### src/rtl/ps2_mouse_device_sm.sv
// ps2_mouse_device_sm: device-side PS/2 mouse responder.
// Runs the power-on self-test report (AA, 00), answers host commands with
// FA/FE, and streams 3-byte movement packets built from saturating 12-bit
// accumulators. It sits between a byte-level PS/2 device transceiver and a
// movement source.
// Optional build macro: TX_TIMEOUT_EN. When it is defined, every WAIT state
// abandons its transfer after TX_TIMEOUT cycles without TX_BYTE_SENT. When it
// is undefined, WAIT states wait indefinitely.
module ps2_mouse_device_sm #(
    parameter int POR_DELAY  = 500000,
    parameter int PKT_GAP    = 500000,
    parameter int TX_TIMEOUT = 100000
) (
    input  logic       CLK,
    input  logic       RESET,
    input  logic       RX_BYTE_READY,
    input  logic [7:0] RX_BYTE,
    input  logic       RX_ERROR,
    output logic       TX_SEND_BYTE,
    output logic [7:0] TX_BYTE,
    input  logic       TX_BYTE_SENT,
    input  logic       MOVE_VALID,
    input  logic [7:0] MOVE_DX,
    input  logic [7:0] MOVE_DY,
    input  logic [2:0] BUTTONS,
    output logic       STREAMING,
    output logic [3:0] CURR_STATE
);

    localparam logic [3:0] S_POR_WAIT = 4'd0;
    localparam logic [3:0] S_SEND_AA  = 4'd1;
    localparam logic [3:0] S_WAIT_AA  = 4'd2;
    localparam logic [3:0] S_SEND_ID  = 4'd3;
    localparam logic [3:0] S_WAIT_ID  = 4'd4;
    localparam logic [3:0] S_IDLE     = 4'd5;
    localparam logic [3:0] S_SEND_RSP = 4'd6;
    localparam logic [3:0] S_WAIT_RSP = 4'd7;
    localparam logic [3:0] S_SEND_PKT = 4'd8;
    localparam logic [3:0] S_WAIT_PKT = 4'd9;

    logic [3:0]  state_q, state_d;
    logic [31:0] por_cnt_q, por_cnt_d;
    logic [31:0] gap_cnt_q, gap_cnt_d;
    logic        tx_send_q, tx_send_d;
    logic [7:0]  tx_byte_q, tx_byte_d;
    logic        streaming_q, streaming_d;
    logic        pend_valid_q, pend_valid_d;
    logic [7:0]  pend_byte_q, pend_byte_d;
    logic        pend_err_q, pend_err_d;
    logic [7:0]  rsp_q, rsp_d;
    logic        rst_after_q, rst_after_d;
    logic [1:0]  idx_q, idx_d;
    logic [11:0] acc_x_q, acc_x_d;
    logic [11:0] acc_y_q, acc_y_d;
    logic [2:0]  last_btn_q, last_btn_d;
    logic [7:0]  pkt0_q, pkt0_d;
    logic [7:0]  pkt1_q, pkt1_d;
    logic [7:0]  pkt2_q, pkt2_d;

    logic        snap;
    logic        acc_clr;
    logic        tx_abort;
    logic        cmd_avail;
    logic [7:0]  cmd_byte;
    logic        cmd_err;
    logic [9:0]  clamp_x;
    logic [9:0]  clamp_y;
    logic        gap_expired;
    logic        move_pending;

    // Sign-extend an 8-bit delta onto a 12-bit accumulator, saturating.
    function automatic logic [11:0] sat_add(input logic [11:0] a, input logic [7:0] d);
        logic signed [12:0] s;
        s = $signed({a[11], a}) + $signed({{5{d[7]}}, d});
        if (s > 13'sd2047)
            sat_add = 12'h7FF;
        else if (s < -13'sd2048)
            sat_add = 12'h800;
        else
            sat_add = s[11:0];
    endfunction

    // Clamp an accumulator to [-256, +255]; returns {overflow, 9-bit value}.
    function automatic logic [9:0] clamp9(input logic [11:0] a);
        if ($signed(a) > 12'sd255)
            clamp9 = {1'b1, 9'h0FF};
        else if ($signed(a) < -12'sd256)
            clamp9 = {1'b1, 9'h100};
        else
            clamp9 = {1'b0, a[8:0]};
    endfunction

    assign clamp_x      = clamp9(acc_x_q);
    assign clamp_y      = clamp9(acc_y_q);
    assign gap_expired  = (gap_cnt_q == 32'(PKT_GAP));
    assign move_pending = (acc_x_q != 12'd0) || (acc_y_q != 12'd0) || (BUTTONS != last_btn_q);

    // A byte arriving in IDLE wins over an older latched one.
    assign cmd_avail = RX_BYTE_READY | pend_valid_q;
    assign cmd_byte  = RX_BYTE_READY ? RX_BYTE  : pend_byte_q;
    assign cmd_err   = RX_BYTE_READY ? RX_ERROR : pend_err_q;

`ifdef TX_TIMEOUT_EN
    logic [31:0] to_cnt_q, to_cnt_d;
    logic        in_wait;

    assign in_wait  = (state_q == S_WAIT_AA) || (state_q == S_WAIT_ID) ||
                      (state_q == S_WAIT_RSP) || (state_q == S_WAIT_PKT);
    assign tx_abort = in_wait && !TX_BYTE_SENT && (to_cnt_q >= 32'(TX_TIMEOUT - 1));

    // Watchdog counter: zero outside WAIT states, counts while waiting.
    always_comb begin
        to_cnt_d = 32'd0;
        if (in_wait && !TX_BYTE_SENT)
            to_cnt_d = to_cnt_q + 32'd1;
    end

    // Watchdog register.
    always_ff @(posedge CLK) begin
        if (RESET)
            to_cnt_q <= 32'd0;
        else
            to_cnt_q <= to_cnt_d;
    end
`else
    assign tx_abort = 1'b0;
`endif

    // Main FSM: command decode, packet sequencing, pending-byte latch.
    always_comb begin
        state_d      = state_q;
        por_cnt_d    = por_cnt_q;
        gap_cnt_d    = gap_cnt_q;
        tx_send_d    = 1'b0;
        tx_byte_d    = tx_byte_q;
        streaming_d  = streaming_q;
        pend_valid_d = pend_valid_q;
        pend_byte_d  = pend_byte_q;
        pend_err_d   = pend_err_q;
        rsp_d        = rsp_q;
        rst_after_d  = rst_after_q;
        idx_d        = idx_q;
        last_btn_d   = last_btn_q;
        pkt0_d       = pkt0_q;
        pkt1_d       = pkt1_q;
        pkt2_d       = pkt2_q;
        snap         = 1'b0;
        acc_clr      = 1'b0;

        if (!gap_expired)
            gap_cnt_d = gap_cnt_q + 32'd1;

        // Bytes arriving while busy are held one-deep; the newest one wins.
        if (RX_BYTE_READY && (state_q > S_IDLE)) begin
            pend_valid_d = 1'b1;
            pend_byte_d  = RX_BYTE;
            pend_err_d   = RX_ERROR;
        end

        case (state_q)
            S_POR_WAIT: begin
                pend_valid_d = 1'b0;
                if (por_cnt_q >= 32'(POR_DELAY - 1)) begin
                    por_cnt_d = 32'd0;
                    state_d   = S_SEND_AA;
                end else begin
                    por_cnt_d = por_cnt_q + 32'd1;
                end
            end
            S_SEND_AA: begin
                pend_valid_d = 1'b0;
                tx_send_d    = 1'b1;
                tx_byte_d    = 8'hAA;
                state_d      = S_WAIT_AA;
            end
            S_WAIT_AA: begin
                pend_valid_d = 1'b0;
                if (TX_BYTE_SENT)
                    state_d = S_SEND_ID;
                else if (tx_abort)
                    state_d = S_IDLE;
            end
            S_SEND_ID: begin
                pend_valid_d = 1'b0;
                tx_send_d    = 1'b1;
                tx_byte_d    = 8'h00;
                state_d      = S_WAIT_ID;
            end
            S_WAIT_ID: begin
                pend_valid_d = 1'b0;
                if (TX_BYTE_SENT || tx_abort)
                    state_d = S_IDLE;
            end
            S_IDLE: begin
                if (cmd_avail) begin
                    pend_valid_d = 1'b0;
                    state_d      = S_SEND_RSP;
                    rsp_d        = 8'hFA;
                    rst_after_d  = 1'b0;
                    if (cmd_err) begin
                        rsp_d = 8'hFE;
                    end else begin
                        case (cmd_byte)
                            8'hFF: begin
                                streaming_d = 1'b0;
                                rst_after_d = 1'b1;
                            end
                            8'hF4: streaming_d = 1'b1;
                            8'hF5: begin
                                streaming_d = 1'b0;
                                acc_clr     = 1'b1;
                            end
                            8'hF6: streaming_d = 1'b0;
                            default: rsp_d = 8'hFE;
                        endcase
                    end
                end else if (streaming_q && gap_expired && move_pending) begin
                    snap       = 1'b1;
                    pkt0_d     = {clamp_y[9], clamp_x[9], clamp_y[8], clamp_x[8], 1'b1, BUTTONS};
                    pkt1_d     = clamp_x[7:0];
                    pkt2_d     = clamp_y[7:0];
                    last_btn_d = BUTTONS;
                    idx_d      = 2'd0;
                    state_d    = S_SEND_PKT;
                end
            end
            S_SEND_RSP: begin
                tx_send_d = 1'b1;
                tx_byte_d = rsp_q;
                state_d   = S_WAIT_RSP;
            end
            S_WAIT_RSP: begin
                if (TX_BYTE_SENT) begin
                    if (rst_after_q) begin
                        rst_after_d  = 1'b0;
                        pend_valid_d = 1'b0;
                        por_cnt_d    = 32'd0;
                        state_d      = S_POR_WAIT;
                    end else begin
                        state_d = S_IDLE;
                    end
                end else if (tx_abort) begin
                    rst_after_d = 1'b0;
                    state_d     = S_IDLE;
                end
            end
            S_SEND_PKT: begin
                tx_send_d = 1'b1;
                case (idx_q)
                    2'd0:    tx_byte_d = pkt0_q;
                    2'd1:    tx_byte_d = pkt1_q;
                    default: tx_byte_d = pkt2_q;
                endcase
                state_d = S_WAIT_PKT;
            end
            S_WAIT_PKT: begin
                if (TX_BYTE_SENT) begin
                    // A host byte cuts the packet short after the current byte.
                    if ((idx_q == 2'd2) || pend_valid_q || RX_BYTE_READY) begin
                        idx_d     = 2'd0;
                        gap_cnt_d = 32'd0;
                        state_d   = S_IDLE;
                    end else begin
                        idx_d   = idx_q + 2'd1;
                        state_d = S_SEND_PKT;
                    end
                end else if (tx_abort) begin
                    idx_d     = 2'd0;
                    gap_cnt_d = 32'd0;
                    state_d   = S_IDLE;
                end
            end
            default: begin
                state_d   = S_POR_WAIT;
                por_cnt_d = 32'd0;
            end
        endcase
    end

    // Movement accumulation; a sample in the snapshot cycle lands in the cleared value.
    always_comb begin
        acc_x_d = snap ? 12'd0 : acc_x_q;
        acc_y_d = snap ? 12'd0 : acc_y_q;
        if (acc_clr) begin
            acc_x_d = 12'd0;
            acc_y_d = 12'd0;
        end else if (MOVE_VALID && streaming_q) begin
            acc_x_d = sat_add(acc_x_d, MOVE_DX);
            acc_y_d = sat_add(acc_y_d, MOVE_DY);
        end
    end

    // State registers with synchronous reset.
    always_ff @(posedge CLK) begin
        if (RESET) begin
            state_q      <= S_POR_WAIT;
            por_cnt_q    <= 32'd0;
            gap_cnt_q    <= 32'd0;
            tx_send_q    <= 1'b0;
            tx_byte_q    <= 8'h00;
            streaming_q  <= 1'b0;
            pend_valid_q <= 1'b0;
            pend_byte_q  <= 8'h00;
            pend_err_q   <= 1'b0;
            rsp_q        <= 8'h00;
            rst_after_q  <= 1'b0;
            idx_q        <= 2'd0;
            acc_x_q      <= 12'd0;
            acc_y_q      <= 12'd0;
            last_btn_q   <= 3'd0;
            pkt0_q       <= 8'h00;
            pkt1_q       <= 8'h00;
            pkt2_q       <= 8'h00;
        end else begin
            state_q      <= state_d;
            por_cnt_q    <= por_cnt_d;
            gap_cnt_q    <= gap_cnt_d;
            tx_send_q    <= tx_send_d;
            tx_byte_q    <= tx_byte_d;
            streaming_q  <= streaming_d;
            pend_valid_q <= pend_valid_d;
            pend_byte_q  <= pend_byte_d;
            pend_err_q   <= pend_err_d;
            rsp_q        <= rsp_d;
            rst_after_q  <= rst_after_d;
            idx_q        <= idx_d;
            acc_x_q      <= acc_x_d;
            acc_y_q      <= acc_y_d;
            last_btn_q   <= last_btn_d;
            pkt0_q       <= pkt0_d;
            pkt1_q       <= pkt1_d;
            pkt2_q       <= pkt2_d;
        end
    end

    assign TX_SEND_BYTE = tx_send_q;
    assign TX_BYTE      = tx_byte_q;
    assign STREAMING    = streaming_q;
    assign CURR_STATE   = state_q;

endmodule
### config.mk
export PLATFORM = sky130hd
export DESIGN_NAME = ps2_mouse_device_sm
export DESIGN_NICKNAME = d
export VERILOG_FILES = /design/src/rtl/ps2_mouse_device_sm.sv
export SDC_FILE = /design/constraint.sdc
export NUM_CORES = 1
export LEC_CHECK = 0
export BUFFER_PORTS_ARGS = -buffer_cell sky130_fd_sc_hd__buf_2
export CAP_MARGIN = 10
export CORE_UTILIZATION = 45
export CTS_BUF_LIST = sky130_fd_sc_hd__clkbuf_4
export DETAILED_ROUTE_END_ITERATION = 10
export PLACE_DENSITY_LB_ADDON = 0.08
export SETUP_SLACK_MARGIN = 0.1
export SYNTH_ARGS = -nofsm -noshare
export SYNTH_HDL_FRONTEND = slang
export SYNTH_SLANG_ARGS = --single-unit
### constraint.sdc
create_clock -name CLK -period 7.7 [get_ports CLK]
set_clock_uncertainty 0.05 [all_clocks]
set_input_delay 0.77 -clock CLK [delete_from_list [all_inputs] [get_ports CLK]]
set_output_delay 0.77 -clock CLK [all_outputs]
set_load 0.005 [all_outputs]
### Yosys cells after proc, flatten, opt, wreduce, memory -nomap -nowiden

Index checks and enable logic that the tools add are counted.

| storage, ports and cells | value |
|---|---|
| register bits after elaboration | 150 |
| output and inout port bits | 14 |
| logic and storage cells | 153 |
| input port bits | 33 |

| cells by class | value |
|---|---|
| bitwise logic cells | 4 |
| reductions and logical operators | 29 |
| muxes and demuxes | 60 |
| equality and inequality tests | 27 |
| $lt $le $gt $ge | 10 |
| $add $sub $neg | 5 |

Operators by type and width:

| operator | number |
|---|---|
| 32-bit two-way mux | 7 |
| 12-bit two-way mux | 8 |
| 32-bit one-hot mux with 3 select lines | 1 |
| 32-bit by 1-bit adder with 32-bit output, second input constant | 2 |
| 10-bit two-way mux | 4 |
| 4-bit one-hot mux with 10 select lines | 1 |
| 32-bit by 19-bit == test with 1-bit output, second input constant | 1 |
| 8-bit == test, second input constant | 4 |
| 32-bit by 19-bit greater-or-equal comparator with 1-bit output, second input constant | 1 |
| 4-bit two-way mux | 8 |
| 8-bit one-hot mux with 4 select lines | 1 |
| 12-bit by 8-bit adder with 13-bit output | 2 |
| 13-bit by 12-bit > comparator with 1-bit output, second input constant | 2 |
| 13-bit by 12-bit < comparator with 1-bit output, second input constant | 2 |
| 12-bit by 9-bit > comparator with 1-bit output, second input constant | 2 |
| 12-bit by 9-bit < comparator with 1-bit output, second input constant | 2 |
| 12-bit nonzero test | 2 |
| 2-bit != test, second input constant | 9 |
| 1-bit two-way mux | 17 |
| 4-bit by 3-bit == test with 1-bit output, second input constant | 4 |
| 8-bit one-hot mux with 2 select lines | 1 |
| 3-bit two-way mux | 3 |
| 3-bit AND reduction | 3 |
| 4-bit by 2-bit == test with 1-bit output, second input constant | 2 |
| 29 further kinds | 46 |

### Longest topological paths before layout

Gate-level depths: netlist of the first run.

| logic depth | value |
|---|---|
| depth after elaboration | 13 |
| mapped depth | 19 |
| mapped depth without buffers | 17 |

### Least setup slack after synthesis of the first run

No wires, ideal clock.

| path | value |
|---|---|
| path type | in2reg |
| start point | in RX_BYTE_READY |
| end point | reg acc_x_q[2] |
| data required time | 7.580 ns |
| path slack | 3.374 ns |
| buffers on the path | 3 |
| library setup time | 0.070 ns |
| cell stages on the path | 15 |
| arrival | 4.206 ns |
| cell sequence | clkbuf_1 > nor2_1 > nand2_1 > nor3_1 > nand4_1 > buf_2 > clkbuf_1 > and2_1 > ha_1 > and3_1 > and3_1 > a211oi_1 > mux2i_1 > or3b_2 > o2bb2ai_1 |

| on the way | value |
|---|---|
| longest elaborated chain between the ends | 9 |
| elaborated cells between the ends (all ways) | 18 |
| those cells by class | add/sub (1); order compare (2); eq/ne (1); mux (12); bitwise (1); reduce/logical (1) |

Ends and longest elaborated chain:

| element | RTL line | RTL |
|---|---|---|
| start: declaration | 16 | `input logic RX_BYTE_READY,` |
| 1-bit OR | 99 | `assign cmd_avail = RX_BYTE_READY \| pend_valid_q;` |
| 1-bit two-way mux | 195 | `if (cmd_avail) begin` |
| 1-bit two-way mux | 160 | `case (state_q)` |
| 12-bit two-way mux | 282 | `acc_x_d = snap ? 12'd0 : acc_x_q;` |
| 12-bit by 8-bit adder with 13-bit output | 74 | `s = $signed({a[11], a}) + $signed({{5{d[7]}}, d});` |
| 13-bit by 12-bit < comparator with 1-bit output | 77 | `else if (s < -13'sd2048)` |
| 12-bit two-way mux | 77 |  |
| 12-bit two-way mux | 75 | `if (s > 13'sd2047)` |
| 12-bit two-way mux | 287 | `end else if (MOVE_VALID && streaming_q) begin` |
| end signal: assignment | 308 | `acc_x_q <= 12'd0;` |
| end signal: assignment | 327 | `acc_x_q <= acc_x_d;` |
| end: declaration | 53 | `logic [11:0] acc_x_q, acc_x_d;` |

Parallel ways exist; a longest one is shown, timed or not.
A chain may end at the register's enable or synchronous reset.

### Worst setup path in the final report of the first run

| path | value |
|---|---|
| start point | reg gap_cnt_q[0] |
| end point | reg acc_x_q[2] |

| on the way | value |
|---|---|
| longest elaborated chain between the ends | 12 |
| elaborated cells between the ends (all ways) | 13 |
| those cells by class | add/sub (1); order compare (2); eq/ne (1); mux (7); reduce/logical (2) |

Ends and longest elaborated chain:

| element | RTL line | RTL |
|---|---|---|
| start: declaration | 43 | `logic [31:0] gap_cnt_q, gap_cnt_d;` |
| start signal: assignment | 317 | `gap_cnt_q <= gap_cnt_d;` |
| 32-bit by 19-bit == test with 1-bit output * | 95 | `assign gap_expired = (gap_cnt_q == 32'(PKT_GAP));` |
| 1-bit logical AND * (2 in a row) | 217 | `end else if (streaming_q && gap_expired && move_pending) begin` |
| 1-bit two-way mux * | 217 |  |
| 1-bit two-way mux * | 195 |  |
| 1-bit two-way mux * | 160 |  |
| 12-bit two-way mux * | 282 |  |
| 12-bit by 8-bit adder with 13-bit output | 74 |  |
| 13-bit by 12-bit < comparator with 1-bit output | 77 |  |
| 12-bit two-way mux | 77 |  |
| 12-bit two-way mux | 75 |  |
| 12-bit two-way mux * | 287 |  |

Mark *: on every way between the ends. The rest lies on a longest branch, timed or not.

==> results of run 1 <==
==> worst max-delay path by stage <==
stage	endpoint	slack, ns	startpoint	depth (start not counted)
global route	acc_x_q[4]$_SDFF_PP0_	1.86	gap_cnt_q[0]$_SDFF_PP0_	16
CTS	acc_x_q[2]$_SDFF_PP0_	2.38	gap_cnt_q[0]$_SDFF_PP0_	16
detailed placement	acc_x_q[2]$_SDFF_PP0_	2.41	gap_cnt_q[0]$_SDFF_PP0_	16
floorplan	acc_x_q[2]$_SDFF_PP0_	3.37	RX_BYTE_READY	15
finish	acc_x_q[2]$_SDFF_PP0_	2.44	gap_cnt_q[0]$_SDFF_PP0_	16
global placement	acc_x_q[4]$_SDFF_PP0_	2.51	RX_BYTE_READY	15
==> synth_stat cells, types with 23 or more instances <==
cell	instances	area [um^2]
nand3_1	23	115.1
nand4_1	23	143.9
xor2_1	30	262.8
and2_1	27	168.9
a21oi_1	60	300.3
o21ai_0	29	145.1
nor2_1	149	559.3
inv_1	28	105.1
xnor2_1	37	324.1
nand2_1	75	281.5
dfxtp_1	141	2823
ha_1	30	375.4
==> stage by stage <==
step / cells / util, % / instance area (um^2) / worst slack [ns]
finish: 1192 / 50.40 / 8388 / 2.439
global route: 1192 / 50.40 / 8388 / 1.859
CTS: 1192 / 50.40 / 8388 / 2.378
detailed placement: 1160 / 48.40 / 8055 / 2.412
global placement: 1160 / 48.40 / 8055 / 2.506
floorplan: 925 / - / 7675 / 3.374
==> state kept, by name, indices dropped and copies added, names as in the netlist <==
signal and flops:
pend_err_q 1, pkt1_q 8, por_cnt_q 32, acc_x_q 12, idx_q 2, pend_valid_q 1
last_btn_q 2, pkt0_q 6, pkt2_q 8, rst_after_q 1, pend_byte_q 8, gap_cnt_q 32
STREAMING 1, rsp_q 2, TX_BYTE 8, CURR_STATE 4, acc_y_q 12, TX_SEND_BYTE 1
==> layer usage <==
metal / wire length (um) / track usage, % / part of all wire [%] / vias to the layer above
met1: 9427 / 31.00 / 54 / 3002
met2: 7261 / 30.91 / 41 / 105
li1: - / - / - / 3376
met5: 0 / 0 / 0 / -
met3: 650 / 4.751 / 3.7 / 17
met4: 199 / 5.300 / 1.1 / 0
==> power by group through the flow <==
stage / clock network [uW] / registers [uW] / logic [uW]
final: 559 / 805 / 335
after global routing: 606 / 813 / 381
after CTS: 573 / 805 / 339
after detailed placement: 0 / 821 / 337
after global placement: 0 / 821 / 335
after floorplan: 0 / 802 / 268
==> final cells by class <==
type,instances,area share (%)
multi-input combinational,720,54.65
timing repair buffer,51,3.192
clock buffer,18,1.611
sequential,141,33.65
tap,220,3.282
clock inverter,14,2.357
inverter,28,1.253
==> cell families (layout without fill, tap and decap cells) <==
logic type,count (synthesis),after routing,synth area share (%)
compound gates,195,195,17.41
xor+xnor,67,67,7.646
fa+ha+maj,33,33,5.543
buf+inv,64,111,3.489
flops,141,141,36.78
mux,22,22,2.886
simple gates,403,403,26.25
==> worst min-delay path, cell delays in order <==
cell and delay (ns):
buf_2 0.08, mux2i_1 0.05, nor2_1 0.07
==> results by group, run 1 <==
Setup path
  • Slowest-stage cell, CP: nand4_1
  • Critical path cell sequence: inv_1, ha_1, nor4b_1, nand4_1, nor4_4, nand4_1, buf_4, nand2_1, inv_1, ha_1, a21oi_1, o2111ai_1, a211oi_1, mux2i_1, or3b_2, o2bb2ai_1
  • Delay-heaviest family, CP: simple AND/OR/NAND/NOR gates
  • Required time of the critical path: between 8 and 9 ns
  • Crit Reg-Reg Startpoint: gap_cnt_q[0]$_SDFF_PP0_
  • CP Launch Type: register
  • CP arrival: 5.71 ns
  • Max stage delay on crit path: 0.58 ns
  • CP Capture Type: register
  • Reg2Reg Capture Point: acc_x_q[2]$_SDFF_PP0_
  • CP Buf/Inv Count: 3
  • Worst reg-to-reg path cell count: 16
  • CP Max Fanout: 16
  • Worst reg2reg setup slack: approximately 2.4 ns
  • Setup Crit Path Kind: register to register

Placed design
  • Port bufs: between 40 and 50
  • Detail Placement HPWL: roughly 13 mm
  • Final Wtd Congestion: 0.8090

Power
  • Part of the power in the clock network: 32.9%
  • Maximum VDD drop: 0.0001843 V
  • Psw: about 500 uW
  • Comb power frac: 19.7%
  • Internal cell power: 1186 uW
  • Seq pwr share: 47.4%
  • Sw Share: 30.17%
  • Leakage: ~0.0032 uW
  • Power density over the cells: between 200 and 250 nW/um^2
  • Pwr Total: 1699 uW

Clocking
  • # hold bufs at CTS: 0
  • Clock sink count: 141
  • Num CTS Buffers: 17
  • Setup bufs post-CTS: 0
  • CTS clk-pin slew, worst paths: about 0.12 ns
  • CTS resizes: 0
  • Worst-skew pair later-pin latency: between 0.5 and 0.6 ns
  • CTS tree: built
  • Clock Path Buffers: 2
  • Clk root buf: clkbuf_4
  • # H-tree levels: 4

Worst hold path
  • Hold path endpoint: pend_byte_q[4]$_SDFFE_PP0P_
  • Hold Crit Start: RX_BYTE[4]
  • HP Class: input pin to register
  • Hold path cells: 3

Timing
  • Fin crit period: about 5.3 ns
  • Setup TNS: 0 ns
  • Relative slew slack: 28.24%
  • Endpoints failing setup: 0
  • Slew @ Worst Pin: about 1.1 ns
  • Tcrit/Tclk final: between 60% and 70%
  • Fmax: 190.1 MHz
  • Worst hold slack: between 0.3 and 0.4 ns
  • Unrepaired setup endpoints after global routing: false
  • Hold violation total from the final report: 0
  • Pins Over Slew Limit: 0

GRT
  • Total GRT Usage: a little over a fifth
  • Initial antenna violation count: 0
  • Pin count of the biggest net entering global routing: between 50 and 60
  • First-pass GRT wire length: between 30 and 40 mm
  • Number of global-route vias before repair: roughly 6,000
  • Total grt overflow: 0

Route
  • Routed wire length: about 18 mm
  • First-pass DRT Iterations: 5
  • Via density: approximately 5.5
  • Per-cell routed wire length: around 15 um
  • Antenna Nets Post-Route: 0
  • DRC: 0
  • Via count: between 6,000 and 7,000
  • Starting DRT DRC Count: about 380

Floorplan
  • Core area: roughly 17,000 um^2
  • Starting density of the core: between 40% and 50%
  • Boundary pin count: between 40 and 50
  • DIE WIDTH: roughly 130 um
  • Die area: roughly 18,000 um^2
  • Die Span Y: 132.6 um
  • Row cnt: 47

Layout
  • Layout area overhead: 9.292%
  • Most common library cell in the layout ignoring fill and taps: nor2_1
  • Most frequent cells in the layout: 149 x nor2_1, 141 x dfxtp_1, 75 x nand2_1, 60 x a21oi_1, 46 x buf_2
  • Multi-input gate area: between 4000 and 5000 um^2
  • Layout Nets: 1,024
  • Fillers: approximately 1,700
  • Ant. Diodes: 0
  • Share of post-route cells with drive strength above 1: 11.11%
  • Register area: about 2800 um^2

Synth
  • Sequential area share after synthesis: between 30% and 40%
  • Asr flop ratio synth: 0%
  • Post-Synthesis Cell Area: between 7000 and 8000 um^2
  • Post-synth EDFFs: 0
  • Unique cell type count in the Yosys netlist: 70
  • Syn avg cell area: about 8.3 um^2
  • Count of state elements after synthesis: ~140
  • Main synth FF type: dfxtp_1
  • Syn Inst Count: 925
  • Yosys warns: 0
  • Synth Net Count: 990

Run
  • Max_cap viols: 0

Run status
  • Status: complete, no violations
No activity file was read; power rests on OpenSTA's default activity.
==> run 2: changes to the inputs <==
clock period = 4.4 ns   (was 7.7 ns; I/O delays follow)
==> run 2 against run 1 <==
Sequential power up 70%. Critical path depth increased by 2. Power increased by 69%. Count of clock-buffer cells in the layout increased by 2. Non-clock buffer count increased by 28. Maximum frequency is 29% higher. Combinational power is 96% higher. Setup slack got worse by 2.1 ns. Largest power group unchanged. Global-route usage grew 0.40 points. First-iteration DRC count is 45% higher. Via count increased by 1.7%. Critical path type unchanged.
==> results by group, run 2 (synthesized netlist as in run 1, its figures left out) <==
Worst hold path
  • Hold Crit Start: BUTTONS[0]
  • HP Class: input pin to register
  • Hold path endpoint: last_btn_q[0]$_SDFFE_PP0P_
  • Hold path cells: 3

Clocking
  • CTS clk-pin slew, worst paths: 0.12 ns
  • Clock Path Buffers: 2
  • Clk root buf: clkbuf_4
  • # H-tree levels: 4
  • Clock sink count: around 140
  • Worst-skew pair later-pin latency: between 0.5 and 0.6 ns
  • CTS tree: built
  • # hold bufs at CTS: 0
  • Num CTS Buffers: 17

Setup path
  • Worst reg-to-reg path cell count: 18
  • Crit Reg-Reg Startpoint: acc_y_q[6]$_SDFF_PP0_
  • Max stage delay on crit path: around 0.56 ns
  • Critical path cell sequence: nor4_2, nand4_1, or4_4, nand4_1, buf_4, buf_6, and2_1, ha_2, inv_1, fa_2, nor2b_4, o31a_1, o211ai_1, o211ai_1, mux2i_1, buf_4, nor3_2, o221a_2
  • CP Buf/Inv Count: 4
  • CP Capture Type: register
  • WP depth: 18
  • Delay-heaviest family, CP: simple AND/OR/NAND/NOR gates
  • Required time of the critical path: between 4 and 5 ns
  • Slowest-stage cell, CP: or4_4
  • CP Max Fanout: 10
  • Setup Crit Path Kind: register to register
  • Reg2Reg Capture Point: acc_y_q[6]$_SDFF_PP0_
  • Worst reg2reg setup slack: ~0.33 ns
  • CP arrival: 4.51 ns
  • CP Launch Type: register

Timing
  • Fin crit period: between 4 and 5 ns
  • Slew @ Worst Pin: ~1.1 ns
  • Tcrit/Tclk final: approximately 92%
  • Endpoints failing setup: 0
  • Setup TNS: 0 ns
  • Pins Over Slew Limit: 0
  • Hold violation total from the final report: 0
  • Unrepaired setup endpoints after global routing: false
  • Worst hold slack: 0.09533 ns
  • Fmax: approximately 250 MHz
  • Relative slew slack: roughly 28%

Layout
  • Final Util: 52.22%
  • Layout Nets: 1,052
  • Most common library cell in the layout ignoring fill and taps: nor2_1
  • Share of post-route cells with drive strength above 1: between 15 and 20%
  • Largest regs: gap_cnt_q (32), por_cnt_q (32)
  • Layout area overhead: 13.24%
  • Most frequent cells in the layout: 149 x nor2_1, 140 x dfxtp_1, 75 x nand2_1, 59 x a21oi_1, 46 x buf_2
  • Fillers: about 1,700

Run status
  • Status: complete, no violations

Power
  • Leakage: between 0.003 and 0.004 uW
  • Power density over the cells: roughly 330 nW/um^2
  • Maximum VDD drop: roughly 0.00026 V

GRT
  • First-pass GRT wire length: roughly 31 mm
  • Number of global-route vias before repair: a little over 6,000
  • Total grt overflow: 0
  • Initial antenna violation count: 1
  • Pin count of the biggest net entering global routing: 52
  • Total GRT Usage: 21.50%

Floorplan
  • Boundary pin count: 47
  • Starting density of the core: ~46%
  • Core area: roughly 17,000 um^2
  • Die Span Y: ~130 um
  • DIE WIDTH: around 130 um
  • Die area: 17,580 um^2
  • Row cnt: 47

Route
  • Via count: approximately 6,600
  • Via density: 5.418
  • DRC: 0
  • Starting DRT DRC Count: around 560
  • First-pass DRT Iterations: 4
  • Routed wire length: roughly 18 mm
  • Per-cell routed wire length: between 10 and 15 um
  • Antenna Nets Post-Route: 0

Run
  • Max_cap viols: 0

Placed design
  • Port bufs: between 40 and 50
  • Detail Placement HPWL: roughly 13 mm
  • Final Wtd Congestion: between 0.8 and 0.9
[run 2: cell count changes in the layout (fill, tap and decap cells not counted), sizes merged]
cell / delta
clkinvlp: -1
clkinv: +1
diode: +1
bufinv: -2
inv: -1
clkbuf: +4
buf: +26
[run 2: worst max path at each step]
stage                                  from                     to  slack (ns)
CTS                 gap_cnt_q[0]$_SDFF_PP0_  acc_x_q[9]$_SDFF_PP0_        0.11
floorplan           gap_cnt_q[0]$_SDFF_PP0_  acc_x_q[2]$_SDFF_PP0_        0.20
global route         acc_y_q[10]$_SDFF_PP0_  acc_y_q[2]$_SDFF_PP0_        0.08
finish                acc_y_q[6]$_SDFF_PP0_  acc_y_q[6]$_SDFF_PP0_        0.33
global placement    gap_cnt_q[0]$_SDFF_PP0_  acc_x_q[3]$_SDFF_PP0_        0.18
detailed placement  gap_cnt_q[0]$_SDFF_PP0_  acc_x_q[3]$_SDFF_PP0_        0.12
[run 2: routing by layer]
metal | share of wire (%) | global-route usage [%]
met5 | 0 | 0
met4 | 0.84 | 5.939
met3 | 3.6 | 4.406
met2 | 43 | 32.05
met1 | 52 | 31.23
[run 2: through the flow]
stage / std cells / power [uW] / instance area (um^2) / setup slack (ns)
after detailed placement: 1183 / 2049 / 8240 / 0.1246
after global placement: 1183 / 2047 / 8240 / 0.1792
after global routing: 1220 / 3036 / 8691 / 0.08469
after CTS: 1214 / 2900 / 8521 / 0.1062
after floorplan: 925 / 1873 / 7675 / 0.1973
final: 1220 / 2866 / 8691 / 0.3311
[run 2: worst register-to-register path, delay by kind of cell, from the launching register on]
kind	cells	cell delay (ns)
muxes	1	0.12
and+or+nand+nor	7	1.55
AOI/OAI and AO/OA	4	0.81
adders and majority gates	2	0.54
buffers and inverters	4	0.55
DFF	1	0.37
[run 2: timing repair]
item | in CTS | in global routing
setup endpoints to repair | 4 | 24
gates cloned | 0 | 2
resized for setup | 1 | 20
pin swaps | 0 | 7
hold endpoints to repair | 0 | 0
buffers inserted | 0 | 3
[run 2: power breakdown]
group	internal, uW	total (uW)	switching (uW)
combinational	255	656	401
sequential	1330	1370	32.9
clock	399	845	447
[run 2: final cells by class]
type | instances | area (um^2) | area share [%]
clock inverter | 11 | 125.1 | 1.440
timing repair buffer | 79 | 529.3 | 6.090
antenna | 1 | 2.502 | 0.02879
clock buffer | 20 | 150.1 | 1.728
tap | 220 | 275.3 | 3.167
multi-input combinational | 720 | 4679 | 53.84
sequential | 141 | 2824 | 32.49
inverter | 28 | 105.1 | 1.209
